### src/rtl/qpi_phy_generic_4x.sv
// Primitive-free QSPI PHY in the 4x clock domain: serializes each 1x word onto the pads
// one nibble slot per cycle and deserializes delayed pad samples back into a 16-bit RX word.
module qpi_phy_generic_4x #(
  parameter int N_CS      = 1,
  parameter int PHY_DELAY = 4
) (
  input  logic            clk_4x_s,
  input  logic            rst,
  input  logic            sync_4x,
  input  logic [15:0]     phy_io_o,
  input  logic [3:0]      phy_io_oe,
  input  logic [3:0]      phy_clk_o,
  input  logic [N_CS-1:0] phy_cs_o,
  output logic [15:0]     phy_io_i,
  output logic            phy_rx_stb,
  output logic [3:0]      pad_io_o,
  output logic [3:0]      pad_io_oe,
  input  logic [3:0]      pad_io_i,
  output logic            pad_clk,
  output logic [N_CS-1:0] pad_cs_n,
  output logic            sync_err
);

  localparam int DL = 5 + PHY_DELAY;

  typedef enum logic [1:0] {IDLE, S1, S2, S3} tx_state_t;

  tx_state_t   state;
  logic [11:0] tx_io;
  logic [2:0]  tx_oe;
  logic [2:0]  tx_clk;

  logic [3:0]    samp;
  logic [11:0]   hist;
  logic [DL-1:0] sync_dl;

  // Slot 0 goes straight from the phy inputs; only slots 1..3 need to be held in tx regs.
  always_ff @(posedge clk_4x_s) begin
    if (rst) begin
      state     <= IDLE;
      tx_io     <= '0;
      tx_oe     <= '0;
      tx_clk    <= '0;
      pad_io_o  <= '0;
      pad_io_oe <= '0;
      pad_clk   <= 1'b0;
      pad_cs_n  <= '1;
      sync_err  <= 1'b0;
    end else if (sync_4x) begin
      if (state == S1 || state == S2)
        sync_err <= 1'b1;
      tx_io     <= phy_io_o[15:4];
      tx_oe     <= phy_io_oe[3:1];
      tx_clk    <= phy_clk_o[3:1];
      pad_io_o  <= phy_io_o[3:0];
      pad_io_oe <= {4{phy_io_oe[0]}};
      pad_clk   <= phy_clk_o[0];
      pad_cs_n  <= ~phy_cs_o;
      state     <= S1;
    end else begin
      case (state)
        S1: begin
          pad_io_o  <= tx_io[3:0];
          pad_io_oe <= {4{tx_oe[0]}};
          pad_clk   <= tx_clk[0];
          state     <= S2;
        end
        S2: begin
          pad_io_o  <= tx_io[7:4];
          pad_io_oe <= {4{tx_oe[1]}};
          pad_clk   <= tx_clk[1];
          state     <= S3;
        end
        S3: begin
          pad_io_o  <= tx_io[11:8];
          pad_io_oe <= {4{tx_oe[2]}};
          pad_clk   <= tx_clk[2];
          state     <= IDLE;
        end
        default: begin
          pad_io_oe <= '0;
          pad_clk   <= 1'b0;
          pad_cs_n  <= '1;
          state     <= IDLE;
        end
      endcase
    end
  end

  // The sync delay line times the RX word; samp/hist always hold the last four pad samples.
  always_ff @(posedge clk_4x_s) begin
    if (rst) begin
      samp       <= '0;
      hist       <= '0;
      sync_dl    <= '0;
      phy_io_i   <= '0;
      phy_rx_stb <= 1'b0;
    end else begin
      samp       <= pad_io_i;
      hist       <= {hist[7:0], samp};
      sync_dl    <= {sync_dl[DL-2:0], sync_4x};
      phy_rx_stb <= sync_dl[DL-1];
      if (sync_dl[DL-1])
        phy_io_i <= {samp, hist[3:0], hist[7:4], hist[11:8]};
    end
  end

endmodule

### config.mk
export PLATFORM = sky130hd
export DESIGN_NAME = qpi_phy_generic_4x
export DESIGN_NICKNAME = d
export VERILOG_FILES = /design/src/rtl/qpi_phy_generic_4x.sv
export SDC_FILE = /design/constraint.sdc
export NUM_CORES = 1
export LEC_CHECK = 0
export BUFFER_PORTS_ARGS = -buffer_cell sky130_fd_sc_hd__buf_2
export CAP_MARGIN = 20
export CORE_ASPECT_RATIO = 0.9
export CORE_UTILIZATION = 40
export CTS_CLUSTER_DIAMETER = 200
export DETAILED_ROUTE_END_ITERATION = 12
export PLACE_DENSITY = 0.73
export SYNTH_ARGS = -nofsm -noshare
export SYNTH_HDL_FRONTEND = slang
export SYNTH_SLANG_ARGS = --single-unit
### constraint.sdc
create_clock -name clk_4x_s -period 4.55 [get_ports clk_4x_s]
set_input_delay 0.6825 -clock clk_4x_s [delete_from_list [all_inputs] [get_ports clk_4x_s]]
set_output_delay 0.6825 -clock clk_4x_s [all_outputs]
set_load 0.05 [all_outputs]
==> metrics.cfg <==
[outcome]
status = complete, no violations

[logic_synthesis]
synthesis.nets = 264
seq_area_frac_synth = 0.557
syn_area_sq_mm = 0.00251
yosysWarnings = 0
synthCells = 226
synth-edff-count = 0
synth.avg_cell_area_sq_um = 11.1
synth.area.top_cells = dfxtp_1 56%, mux2i_1 14%, nor2b_1 6.5%, nor2_1 5.7%, ha_1 3.0%
synth_seq_cells = 70
synth_cell_type_count = 26
synthArstFlopShare = 0
synth_top_area_share = 0.557
post-synth-top-area-cell = dfxtp_1
synthFlopType = dfxtp_1

[setup_path]
cp_slowest_cell = dfxtp_1
cp-startpoint = state[0]$_SDFF_PP0_
crit_arrival_ns = 1.99
startpoint_type = flop
reg2regPathDepth = 5
worstPathRequired_ns = 4.78
cp-endpoint = pad_io_o[3]$_SDFFE_PP0P_
path_class = reg2reg
worst_r2r_endpoint = pad_io_o[3]$_SDFFE_PP0P_
endpoint_kind = flop
crit_path_cell_trace = inv_1, ha_1, o21a_4, a221o_1, a32o_1
regToRegSetupSlack_ns = 2.79
critPathMaxStageDelay_ns = 0.39
r2r-start = state[0]$_SDFF_PP0_
crit_fanout = 9

[drt]
vias = 1691
route.detailed.drc = 0
viasPerCell = 4.74
wl_mm = 4.26
drt_first_pass_iters = 4
drt-wirelength-per-cell_microns = 11.9
ant_nets = 0
drtIter0Drc = 46

[die]
initial_core_util = 0.414
core_area_sq_mm = 0.00608
ios = 60
fp.dieW_microns = 85.6
die_y_microns = 77.2
rows = 27
dieArea_sq_mm = 0.00661

[min_path]
min_path_type = reg2reg

[global_route]
overflow = 0
grt_usage = 0.140
grt_pass1_vias = 1574
grt_start_max_net_pins = 69
antenna_found_initial = 0
grt_pass1_wl_mm = 7.09

[timing]
rsz0062_at_grt = false
setup_viol = 0
fmax_mhz = 567
hold_viol = 0
fin_crit_sh = 0.387
setup_ws_ns = 2.79
period_minus_slack_ns = 1.76
tns_ns = 0
worstMarginPinSlew_ns = 0.951
clock_skew_ns = 0.00511
drv_slew = 0
maxSlewHeadroom = 0.365

[power]
p_leak_uw = 0.00135
pwr_density_cell_mw_per_mm2 = 424
peakVddDrop_uv = 161

[placed_design]
io_buffers = 59
place.gp.congestion = 0.789
dp_hpwl_mm = 2.78
place_ws_ns = 2.29

[clock_network]
cts_buffers = 9
worstSkewPairLatency_ns = 0.33
cts_setup_buffers = 0
htreeDepth = 3
cts_resized = 0
clockRootBuffer = clkbuf_8
cts_sinks = 70
cts_buffer_depth = 2
hold_buffers = 0
cts_tree = done
clk_pin_slew_ns = 0.07

[flow_run]
max-cap-violations = 0

[layout]
areaGrowthSynthToFinish_pct = 20.4
antenna_cells = 0
final_layout_size_suffix_gt1_frac = 0.291
final_nets = 318

-- sequential cells by signal, indices dropped and copies added, names as in the netlist, 2 cells and up --
register	cells
tx_oe	3
phy_io_i	16
tx_io	12
sync_dl	9
state	2
pad_io_o	4
tx_clk	3
hist	12
samp	4
-- synthesized netlist by cell type (4+ instances only) --
master	instances
dfxtp_1	70
nor2_1	38
mux2i_1	34
nor2b_1	26
buf_2	6
ha_1	6
a21oi_1	5
buf_4	5
a21o_2	4
a221o_1	4
a32o_1	4
-- where the power goes --
part           switching, uW  total [uW]  internal (uW)  leakage (uW)
Clock                    231         541            310      0.000106
Sequential              10.9         645            634      0.000572
Combinational           57.5        98.0           40.5      0.000673
Total                    299        1280            984       0.00135
-- worst min-delay path by stage --
stage                           from               endpoint  slack (ns)  cells after the start
2_1_floorplan  sync_dl[0]$_SDFF_PP0_  sync_dl[1]$_SDFF_PP0_        0.41                      1
3_3_place_gp   sync_dl[2]$_SDFF_PP0_  sync_dl[3]$_SDFF_PP0_        0.42                      1
3_5_place_dp   sync_dl[2]$_SDFF_PP0_  sync_dl[3]$_SDFF_PP0_        0.43                      1
4_1_cts        sync_dl[4]$_SDFF_PP0_  sync_dl[5]$_SDFF_PP0_        0.44                      1
5_1_grt        sync_dl[5]$_SDFF_PP0_  sync_dl[6]$_SDFF_PP0_        0.46                      1
6_report       sync_dl[4]$_SDFF_PP0_  sync_dl[5]$_SDFF_PP0_        0.44                      1
-- logic make-up after synthesis --
| kind of cell | synth area share |
|---|---|
| buffers and inverters | 0.0478 |
| flip-flops | 0.557 |
| multiplexers | 0.135 |
| AO/OA/AOI/OAI | 0.0696 |
| adder cells (fa/ha/maj) | 0.0298 |
| AND/OR/NAND/NOR | 0.160 |
-- placed cells by master (no fill, tap or decap), types with 2 or more instances in the layout --
cell type and instances:
a21o_2 4, a21oi_1 5, a221o_1 4, a222oi_1 2, a32o_1 4, buf_2 59
bufinv_16 2, clkbuf_8 9, clkinvlp_4 2, dfxtp_1 70, ha_1 6, inv_1 2
mux2i_1 34, nand2_1 2, nor2_1 38, nor2b_1 26, or2b_1 3, or3_1 2
-- cell type report --
class | instances | area (sq um)
Fill cell | 560 | 3050
Multi-Input combinational cell | 137 | 993
Timing Repair Buffer | 60 | 315
Inverter | 2 | 7.51
Clock buffer | 9 | 124
Tap cell | 72 | 90.1
Clock inverter | 7 | 97.6
Sequential cell | 70 | 1400
-- per-layer routing --
layer / up-vias / track usage / wire length, microns
met5: - / 0 / 0
met4: 0 / 0.0700 / 75
met3: 6 / 0.0560 / 241
met2: 42 / 0.218 / 1920
met1: 779 / 0.167 / 2030
li1: 864 / - / -
-- critical path, delay by kind of cell (launching register included) --
kind                     cells  cell delay, ns
AO/OA/AOI/OAI                3            0.82
buffers and inverters        1            0.10
flip-flops                   1            0.39
adder cells (fa/ha/maj)      1            0.34
-- through the flow --
| step | util | cells | instance area [sq um] | hold slack [ns] | power, uW |
|---|---|---|---|---|---|
| finish | 0.498 | 357 | 3030 | 0.438 | 1280 |
| global placement | 0.458 | 340 | 2790 | 0.416 | 753 |
| detailed placement | 0.458 | 340 | 2790 | 0.427 | 755 |
| global route | 0.498 | 357 | 3030 | 0.459 | 1330 |
| floorplan | - | 226 | 2510 | 0.414 | 731 |
| CTS | 0.495 | 356 | 3010 | 0.442 | 1300 |
No activity file was read; power rests on OpenSTA's default activity.
